--- src/rtl/delay_line_scheduler.sv ---
// delay_line_scheduler: sequences the recirculating delay-line memory loop.
// Time is sliced into bit slots of BIT_CLKS clocks. The line output is sampled
// mid-slot and re-launched on the next slot boundary, so the loop (external line
// of BITS-1 bit times plus the one-slot line_in register) stores exactly BITS bits.
// A byte-wide request port lets the host read or overwrite 8 consecutive slots.
// Optional feature macro: DELAY_SCHED_CLEAR_EN. When defined, reset first
// zeroes the whole loop for one revolution before accepting requests.
module delay_line_scheduler #(
  parameter int unsigned CLK_FREQ     = 81_000_000,
  parameter int unsigned BIT_CLKS     = 154,
  parameter int unsigned BITS         = 576,
  parameter int unsigned SAMPLE_POINT = 77,
  parameter int unsigned ADDR_W       = 7
) (
  input  logic              clk,
  input  logic              reset,
  input  logic              line_out,
  output logic              line_in,
  input  logic              req_valid,
  output logic              req_ready,
  input  logic              req_write,
  input  logic [ADDR_W-1:0] req_addr,
  input  logic [7:0]        req_wdata,
  output logic              rsp_valid,
  output logic [7:0]        rsp_rdata,
  output logic              rsp_err,
  output logic [9:0]        bit_addr
);

  localparam int unsigned          SLOT_W      = (BIT_CLKS > 1) ? $clog2(BIT_CLKS) : 1;
  localparam logic [SLOT_W-1:0]    SLOT_LAST   = SLOT_W'(BIT_CLKS - 1);
  localparam logic [SLOT_W-1:0]    SLOT_SAMPLE = SLOT_W'(SAMPLE_POINT);
  localparam logic [9:0]           ADDR_LAST   = 10'(BITS - 1);
  localparam int unsigned          BYTES       = BITS / 8;

  // Elaboration-time sanity check of the parameter set.
  if ((BITS % 8 != 0) || (BITS > 1024) || (SAMPLE_POINT >= BIT_CLKS) || (CLK_FREQ == 0)) begin : g_bad_params
    $error("delay_line_scheduler: inconsistent parameters");
  end

  typedef enum logic [2:0] {
    S_IDLE,
    S_WAIT,
    S_XFER,
    S_RESP,
    S_CLEAR
  } state_e;

`ifdef DELAY_SCHED_CLEAR_EN
  localparam state_e RESET_STATE = S_CLEAR;
`else
  localparam state_e RESET_STATE = S_IDLE;
`endif

  // Slot timing and recirculation state
  logic [SLOT_W-1:0] slot_cnt_q;
  logic [9:0]        bit_addr_q, bit_addr_d;
  logic [1:0]        sync_q;
  logic              samp_q;
  logic              line_in_q, line_in_d;
  logic              slot_wrap;

  // Request / transfer state
  state_e            state_q;
  logic              write_q;
  logic [7:0]        wdata_q;
  logic [9:0]        base_q;
  logic [2:0]        idx_q;
  logic [7:0]        rdata_q, rdata_d;
  logic              rsp_valid_q;
  logic [7:0]        rsp_rdata_q;
  logic              rsp_err_q;
  logic              addr_bad;

  assign slot_wrap  = (slot_cnt_q == SLOT_LAST);
  assign bit_addr_d = (bit_addr_q == ADDR_LAST) ? 10'd0 : bit_addr_q + 10'd1;
  assign addr_bad   = (32'(req_addr) >= BYTES);

  // Bit launched into the line for the next slot: recirculated sample unless a write or clear overrides it.
  always_comb begin
    // NOTE: every always_comb output gets a default first so no path can leave it unassigned (no latch).
    line_in_d = samp_q;
    rdata_d   = rdata_q;
    rdata_d[idx_q] = line_in_q;
    case (state_q)
      S_CLEAR: if (bit_addr_q != ADDR_LAST) line_in_d = 1'b0;
      S_WAIT:  if (write_q && (bit_addr_d == base_q)) line_in_d = wdata_q[0];
      S_XFER:  if (write_q && (idx_q != 3'd7)) line_in_d = wdata_q[idx_q + 3'd1];
      default: ;
    endcase
  end

  // Slot counter, bit address, line_out synchroniser, mid-slot sample and line_in register.
  always_ff @(posedge clk or posedge reset) begin
    if (reset) begin
      slot_cnt_q <= '0;
      bit_addr_q <= '0;
      sync_q     <= '0;
      samp_q     <= 1'b0;
      line_in_q  <= 1'b0;
    end else begin
      // NOTE: sequential state uses non-blocking assignments so every register sees pre-edge values.
      sync_q <= {sync_q[0], line_out};
      if (slot_cnt_q == SLOT_SAMPLE) samp_q <= sync_q[1];
      if (slot_wrap) begin
        slot_cnt_q <= '0;
        bit_addr_q <= bit_addr_d;
        line_in_q  <= line_in_d;
      end else begin
        slot_cnt_q <= slot_cnt_q + SLOT_W'(1);
      end
    end
  end

  // Request FSM with registered response outputs.
  always_ff @(posedge clk or posedge reset) begin
    if (reset) begin
      state_q     <= RESET_STATE;
      write_q     <= 1'b0;
      wdata_q     <= '0;
      base_q      <= '0;
      idx_q       <= '0;
      rdata_q     <= '0;
      rsp_valid_q <= 1'b0;
      rsp_rdata_q <= '0;
      rsp_err_q   <= 1'b0;
    end else begin
      rsp_valid_q <= 1'b0;
      case (state_q)
        S_IDLE: begin
          if (req_valid) begin
            if (addr_bad) begin
              rsp_valid_q <= 1'b1;
              rsp_err_q   <= 1'b1;
              rsp_rdata_q <= '0;
              state_q     <= S_RESP;
            end else begin
              write_q <= req_write;
              wdata_q <= req_wdata;
              base_q  <= 10'({req_addr, 3'b000});
              state_q <= S_WAIT;
            end
          end
        end
        S_WAIT: begin
          if (slot_wrap && (bit_addr_d == base_q)) begin
            idx_q   <= '0;
            rdata_q <= '0;
            state_q <= S_XFER;
          end
        end
        S_XFER: begin
          if (slot_wrap) begin
            rdata_q <= rdata_d;
            if (idx_q == 3'd7) begin
              rsp_valid_q <= 1'b1;
              rsp_err_q   <= 1'b0;
              rsp_rdata_q <= write_q ? 8'h00 : rdata_d;
              state_q     <= S_RESP;
            end else begin
              idx_q <= idx_q + 3'd1;
            end
          end
        end
        S_RESP:  state_q <= S_IDLE;
        S_CLEAR: if (slot_wrap && (bit_addr_q == ADDR_LAST)) state_q <= S_IDLE;
        default: state_q <= S_IDLE;
      endcase
    end
  end

  assign line_in   = line_in_q;
  assign bit_addr  = bit_addr_q;
  assign req_ready = (state_q == S_IDLE);
  assign rsp_valid = rsp_valid_q;
  assign rsp_rdata = rsp_rdata_q;
  assign rsp_err   = rsp_err_q;

endmodule

--- config.mk ---
export PLATFORM = sky130hd
export DESIGN_NAME = delay_line_scheduler
export DESIGN_NICKNAME = d
export VERILOG_FILES = /design/src/rtl/delay_line_scheduler.sv
export SDC_FILE = /design/constraint.sdc
export NUM_CORES = 1
export LEC_CHECK = 0
export CAP_MARGIN = 10
export CORE_AREA = 10 10 102 113
export CTS_BUF_LIST = sky130_fd_sc_hd__clkbuf_2
export DETAILED_ROUTE_END_ITERATION = 10
export DIE_AREA = 0 0 112 123
export SLEW_MARGIN = 20
export SYNTH_ARGS = -nofsm -noshare
export SYNTH_HDL_FRONTEND = slang
export SYNTH_SLANG_ARGS = --single-unit
export TNS_END_PERCENT = 100
--- constraint.sdc ---
create_clock -name clk -period 7.3 [get_ports clk]
set_input_delay 1.46 -clock clk [delete_from_list [all_inputs] [get_ports clk]]
set_output_delay 1.46 -clock clk [all_outputs]
set_load 0.02 [all_outputs]
After elaboration in Yosys (flattened, before gate mapping)
Cells that the tools add are included.
{"block": "op_classes", "add_sub_neg": 3, "multipliers": 0, "div": 0, "order_cmp": 4, "n_eq_ne": 17, "shifts": 0, "muxes": 41, "bitwise_logic": 1, "n_reduce_logical": 13}
{"operator": "$mux 8", "count": 8}
{"operator": "$pmux 8 s2", "count": 2}
{"operator": "$mux 3", "count": 8}
{"operator": "$mux 1", "count": 13}
{"operator": "$ne 2x2->1 const B", "count": 6}
{"operator": "$pmux 3 s4", "count": 1}
{"operator": "$add 10x1->10 const B", "count": 1}
{"operator": "$eq 10x10->1", "count": 1}
{"operator": "$eq 10x10->1 const B", "count": 1}
{"operator": "$mux 10", "count": 1}
{"operator": "$ne 10x10->1 const B", "count": 1}
{"operator": "$reduce_and 5->1", "count": 2}
{"operator": "$add 8x1->8 const B", "count": 1}
{"operator": "$bwmux 8", "count": 1}
{"operator": "$eq 8x7->1 const B", "count": 1}
{"operator": "$eq 8x8->1 const B", "count": 1}
{"operator": "$lt 3x4->1 const B", "count": 2}
{"operator": "$ge 7x7->1 const B", "count": 1}
{"operator": "$eq 3x3->1 const B", "count": 2}
{"operator": "$pmux 3 s2", "count": 1}
{"operator": "$reduce_and 3->1", "count": 2}
{"operator": "$logic_and 1x1->1", "count": 5}
{"operator": "$pmux 1 s2", "count": 2}
{"operator": "$reduce_and 4->1", "count": 1}
{"operator": "13 further kinds", "count": 14}
{"block": "word_totals", "reg_bits": 62, "latchBits": 0, "ramBits": 0, "mem_bits_ro": 0, "inputBits": 20, "output_inout_bits": 22, "word_cells": 93, "memories": 0}

Longest topological paths before layout
Gate-level depths: netlist of run 1.
{"block": "logic_depth", "word_depth": 9, "ltp_mapped": 10, "ltp_nobuf": 9}

Worst setup path after synthesis of run 1
Ideal clock, no wire load.
{"block": "synth_timing", "path_kind": "in2reg", "from": "in req_valid", "to": "reg rsp_rdata_q[0] (netlist: rsp_rdata[0])", "setup_time_ps": 120, "arrival_time_ps": 2770, "required_ps": 7180, "setup_slack_ps": 4410, "cell_stages": 6, "n_path_buf": 1, "path_cell_list": "o21a_1 > nand2_1 > a211oi_1 > clkbuf_1 > nor2b_1 > a31o_2"}
{"block": "synth_between", "elab_chain_cells": 2}
{"item": "start, declared", "line": "19", "source": "input logic req_valid,"}
{"item": "$ne 2x2->1 (no source line)"}
{"item": "$reduce_and 5->1 (no source line)"}
{"item": "end signal, assigned", "line": "158", "source": "rsp_rdata_q <= write_q ? 8'h00 : rdata_d;"}
{"item": "end, declared", "line": "71", "source": "logic [7:0] rsp_rdata_q;"}
Every way passes these cells.
A chain may end at the register's enable or synchronous reset.

Worst setup path in the final report of run 1
{"block": "layout_timing", "from": "reg state_q[0]", "to": "out req_ready"}
{"block": "layout_between", "elab_chain_cells": 1}
{"item": "start, declared", "line": "64", "source": "state_e state_q;"}
{"item": "start signal, assigned", "line": "118", "source": "state_q <= RESET_STATE;"}
{"item": "start signal, assigned", "line": "136", "source": "state_q <= S_RESP;"}
{"item": "start signal, assigned", "line": "141", "source": "state_q <= S_WAIT;"}
{"item": "$logic_not 3->1", "line": "174", "source": "assign req_ready = (state_q == S_IDLE);"}
{"item": "end, declared", "line": "20", "source": "output logic req_ready,"}
Every way passes these cells.

==> metrics, run 1 <==
Internal around 430 µW; Worst Tran Pin Value roughly 830 ps; Seq/Total Area, Yosys 45.0%; required time of the critical path 5840 ps; Sink Count between 60 and 70; Detail Route Antenna Nets 0; dpl cell area 0.00391 mm²; layout net count between 300 and 400; initial core utilization 36.9%; Area growth syn-to-layout 18.4%; Fmax between 200 and 300 MHz; top post-synthesis cells by count dfrtp_1 (61), mux2_2 (27), nor2_1 (27); HP Start sync_q[0]$_DFF_PP0_; top fanout value on the critical path 5; DP Wirelength roughly 5300 µm; post-CTS sizing 0; largest net degree at the start of global routing 62; area leader, netlist dfrtp_1; Setup WS post-layout 3900 ps; Ys Warns 0; Core ar. 0.00921 mm²; RSZ-0062 raised after global routing false; number of enable flip-flop cells after synthesis 0; # rows 37; startpoint types flop; DRC viols 0; synth top area cells dfrtp_1 (45%), mux2_2 (9.0%), ha_1 (3.7%); TNS Setup 0 ps; pre-CTS setup slack 3590 ps; number of distinct library cells after synthesis 53; Reg power frac 60.5%; Root Buffer clkbuf_2; outcome completed; max-slew violation count 0; Met3 Wirelength 292 µm; placed insts ~470; maximum root-to-sink buffer count 2; syn_area_per_cell 10.4 µm²; Pwr per Cell Area roughly 140 mW/mm²; Peak VDD IR 0.0000778 V; # port buffers between 40 and 50; die area 0.0138 mm²; initial antenna violation count 0; Lkg Pwr 1.80 nW; maxcap violations 0; vias in the first global route 2578; asr flop ratio synth 100%; post-route cell area 0.00402 mm²; layout cell share with drive strength beyond 1 16.5%; logic gate share of total power 3.4%; synthesized area 0.00340 mm²; DIE HEIGHT roughly 120 µm; starting DRC count in detailed routing around 160; min Tclk post-route 3400 ps; Vias 2519; Sw Pwr about 130 µW; crit path from state_q[0]$_DFFE_PP0P_; RR Startpoint bit_addr[0]$_DFFE_PP0N_; global-route wire length before repair 12800 µm; Reg clk slew, reported paths around 160 ps; met1 WL 3590 µm; R2R cell count 8; Slew HR 44.4%; DRT Wirelength 7590 µm; top routing layer in use met4; Final period util 46.6%; Setup crit end req_ready; crit end category output port; Congestion Overflow GR 0; Setup Skew 16.6 ps; fin util 43.6%; FF-to-FF setup slack 4150 ps; Gate Count Post-Synth 327; WL/cell 15.6 µm; CP Class flop to output port; wire length on met2 about 3600 µm; sw frac 24.0%; I/O pin total 42; post-synth net total approximately 360; Skew-Pair Late Insertion Delay about 500 ps; Die X 112 µm; antenna cells 0; hold buffer count at cts 0; power share of the clock group 36.1%; Yosys reg bits 61; drt first pass iters 4; Reg2Reg Capture Point idx_q[0]$_DFFE_PP0P_; most common cell in the netlist dfrtp_1; total CTS buffers 9; Setup Buffers After CTS 0; final non-filler cell total 487; Final Hold Vio Count 0; Hold Crit Class flop to flop; worst path arrival time 1940 ps; RD Place Congestion 0.779; top cell type's share of synthesized area 45.0%; total track usage 11.3%; H-tree Lvls 3; via/cell ratio 5.17; # setup viols final 0; CTS tree built; Synth Flop Type dfrtp_1
==> power by group through the flow <==
stage          combinational, mW  sequential (mW)  clock [mW]
2_1_floorplan            0.00539            0.345           0
3_3_place_gp              0.0195            0.345           0
3_5_place_dp              0.0196            0.345           0
4_1_cts                   0.0197            0.339       0.210
5_1_grt                   0.0213            0.339       0.223
6_report                  0.0189            0.339       0.202
==> cell families after synthesis <==
family / Yosys count / share of synthesized area, %
adders and majority gates: 10 / 3.68
buffers and inverters: 28 / 3.21
DFF: 61 / 45.0
xor gates and xnor gates: 16 / 4.13
muxes: 38 / 12.9
AOI/OAI and AO/OA: 53 / 11.5
and+or+nand+nor: 121 / 19.6
==> registers in the layout, summed over array words and instances, names as in the netlist, 2 cells and up <==
register    cells
wdata_q         8
state_q         2
idx_q           3
rdata_q         8
slot_cnt_q      8
rsp_rdata       8
base_q          7
sync_q          2
bit_addr       10
==> critical path, stage by stage (launching register included) <==
cell             delay, ps
dfrtp_1                450
inv_1                  110
ha_1                   250
clkdlybuf4s50_1        650
==> layout make-up <==
type	instances	area [µm²]
Inverter	12	45.0
Clock buffer	10	50.0
Tap cell	117	146
Multi-Input combinational cell	238	1770
Timing Repair Buffer	43	425
Sequential cell	61	1530
Fill cell	889	5190
Clock inverter	6	53.8
==> layout by cell type, fill, tap and decap left out, types with 5 or more instances in the layout <==
cell,count
nand3_1,11
xor2_1,7
o31ai_1,6
dfrtp_1,61
nor3_1,6
clkbuf_2,10
a31o_2,8
nand2_1,23
nand4_1,7
xnor2_1,9
inv_1,10
mux2i_1,9
o21ai_0,11
ha_1,10
a21oi_1,5
nand2b_1,6
mux2_2,27
nor2b_1,18
nor2_1,27
clkdlybuf4s50_1,41
==> stage by stage <==
stage | total power, mW | hold WS [ps]
finish | 0.560 | 372
global route | 0.583 | 379
CTS | 0.569 | 374
detailed placement | 0.365 | 339
global placement | 0.364 | 334
floorplan | 0.350 | 331
==> routing by layer <==
layer | vias to the layer above | global-route usage [%]
met5 | - | 0
met1 | 1229 | 14.1
met4 | 0 | 3.97
li1 | 1243 | -
met2 | 35 | 18.2
met3 | 12 | 3.34
==> worst min-delay path by stage <==
stage / to / slack, ps / cells past startpoint
3_3_place_gp: sync_q[1]$_DFF_PP0_ / 330 / 0
4_1_cts: sync_q[1]$_DFF_PP0_ / 370 / 0
5_1_grt: sync_q[1]$_DFF_PP0_ / 380 / 0
3_5_place_dp: sync_q[1]$_DFF_PP0_ / 340 / 0
2_1_floorplan: sync_q[1]$_DFF_PP0_ / 330 / 0
6_report: sync_q[1]$_DFF_PP0_ / 370 / 0
(Power assumes the default switching activity.)
==> run 2, diff against run 1 <==
==> constraint.sdc (replaced) <==
create_clock -name clk -period 2.82 [get_ports clk]
set_input_delay 0.564 -clock clk [delete_from_list [all_inputs] [get_ports clk]]
set_output_delay 0.564 -clock clk [all_outputs]
set_load 0.02 [all_outputs]
==> run 2 against run 1 <==
Sequential share of layout area fell by 1.7 points. Critical path type is now flop to flop. Worst setup slack got worse by 3700 ps. Power rose to 3.0 times the previous value. Combinational power rose to 2.6 times the previous value. Via count rose by 1.7%. Final cell count rose by 3.3%. Utilization rose by 2.1 points. Register-to-register slack got worse by 3900 ps. Sequential cell count did not move. Worst hold slack got worse by 0.94 ps.
==> metrics, run 2 (synthesized netlist as in run 1, its figures left out) <==
maximum root-to-sink buffer count 2; Detail Route Antenna Nets 0; Fmax 382 MHz; PnR Total Power 1.67 mW; hold buffer count at cts 0; Congestion Overflow GR 0; startpoint types flop; drt first pass iters 4; crit end category flop; Hold Path Depth 0; Pwr per Cell Area about 400 mW/mm²; Root Buffer clkbuf_2; largest net degree at the start of global routing 39; initial core utilization 36.9%; maxcap violations 0; Hold Crit Class flop to flop; via/cell ratio 5.09; vias in the first global route 2572; layout net count 411; DP Wirelength 5740 µm; filler cell count 876; Lkg Pwr 1.90 nW; most common cell after layout, fill and taps aside dfrtp_1; worst path arrival time 3030 ps; RD Place Congestion 0.834; Reg clk slew, reported paths 200 ps; RSZ-0062 raised after global routing false; Sink Count 61; Met3 Wirelength 247 µm; HP Start sync_q[0]$_DFF_PP0_; Final period util between 90% and 100%; CTS tree built; starting DRC count in detailed routing 74; TNS Setup 0 ps; I/O pin total 42; layout cell share with drive strength beyond 1 a little over a fifth; die area roughly 0.014 mm²; H-tree Lvls 3; Final Hold Vio Count 0; # rows 37; min Tclk post-route ~2600 ps; most frequent cells in the layout dfrtp_1 (59), clkdlybuf4s50_1 (41), nor2_1 (27), mux2_2 (27), nand2_1 (23); Vias 2561; required time of the critical path 3230 ps; Skew-Pair Late Insertion Delay 500 ps; CP Class flop to flop; initial antenna violation count 0; Worst Tran Pin Value 544 ps; Die X 112 µm; Area growth syn-to-layout 24.1%; # setup viols final 0; WL/cell 15.4 µm; global-route wire length before repair ~13000 µm; max reg flops 10; crit path from bit_addr[0]$_DFFE_PP0N_; max-slew violation count 0; DRC viols 0; top fanout value on the critical path 10; total track usage 11.4%; antenna cells 0; # port buffers 41; R2R cell count 8; top routing layer in use met4; RR Startpoint bit_addr[0]$_DFFE_PP0N_; DRT Wirelength between 7000 and 8000 µm; outcome completed; total CTS buffers 9; DIE HEIGHT roughly 120 µm; Slew HR 63.7%; wire length on met2 3720 µm; Core ar. 0.00921 mm²; Peak VDD IR 0.000263 V; met1 WL roughly 3600 µm; Setup Skew 50.2 ps
==> run 2: cell types whose count changed in the layout (fill, tap and decap cells not counted), sizes merged <==
cell,delta
buf,+16
clkinv,-5
clkinvlp,+3
bufinv,+2
clkbuf,-1
inv,+1
==> run 2: layer usage <==
metal | GRT usage, % | vias to the layer above
met5 | 0 | -
met3 | 2.57 | 14
met4 | 5.79 | 0
met1 | 14.5 | 1225
met2 | 17.9 | 38
li1 | - | 1284
==> run 2: final cells by class <==
class	count	area (µm²)	share of cell area [%]
multi-input cells	238	1770	42.0
clock buffers	9	45.0	1.07
flip-flops and latches	61	1530	36.3
repair buffers	59	558	13.2
inverters	12	45.0	1.07
clock inverters	7	121	2.88
well taps	117	146	3.47
==> run 2: worst paths after layout <==
path | slack [ps] | end
min in group asynchronous | 380 | rdata_q[0]$_DFFE_PP0P_
min reg2reg | 370 | sync_q[1]$_DFF_PP0_
max reg2reg | 200 | rdata_q[3]$_DFFE_PP0P_
max | 200 | rdata_q[3]$_DFFE_PP0P_
max in group asynchronous | 1790 | slot_cnt_q[0]$_DFF_PP0_
min | 370 | sync_q[1]$_DFF_PP0_
==> run 2: report_power, final <==
part / switching, mW / internal, mW / total [mW]
Combinational: 0.0235 / 0.0263 / 0.0499
Sequential: 0.000276 / 0.877 / 0.877
Clock: 0.354 / 0.384 / 0.738
Total: 0.378 / 1.29 / 1.67
==> run 2: critical path, stage by stage (launching register included) <==
cell and delay, ps:
dfrtp_2 470, ha_1 220, nand3_1 150, nor4b_4 470, o21ai_0 150, nand4_1 130, and4b_4 230, a31oi_4 340
mux2_2 380
==> run 2: through the flow <==
stage / std cells / hold WS, ps / utilization [%] / cell area [µm²] / setup WS (ps)
3_5_place_dp: 485 / 336 / 43.7 / 4030 / 137
3_3_place_gp: 485 / 335 / 43.7 / 4030 / 208
2_1_floorplan: 327 / 331 / - / 3400 / 128
5_1_grt: 503 / 384 / 45.8 / 4220 / 4.58
6_report: 503 / 371 / 45.8 / 4220 / 202
4_1_cts: 501 / 347 / 45.5 / 4190 / 121
==> run 2: repair_timing <==
action / in CTS / in global routing
setup endpoints to repair: 0 / 9
setup buffers: 0 / 2
resized for setup: 0 / 3
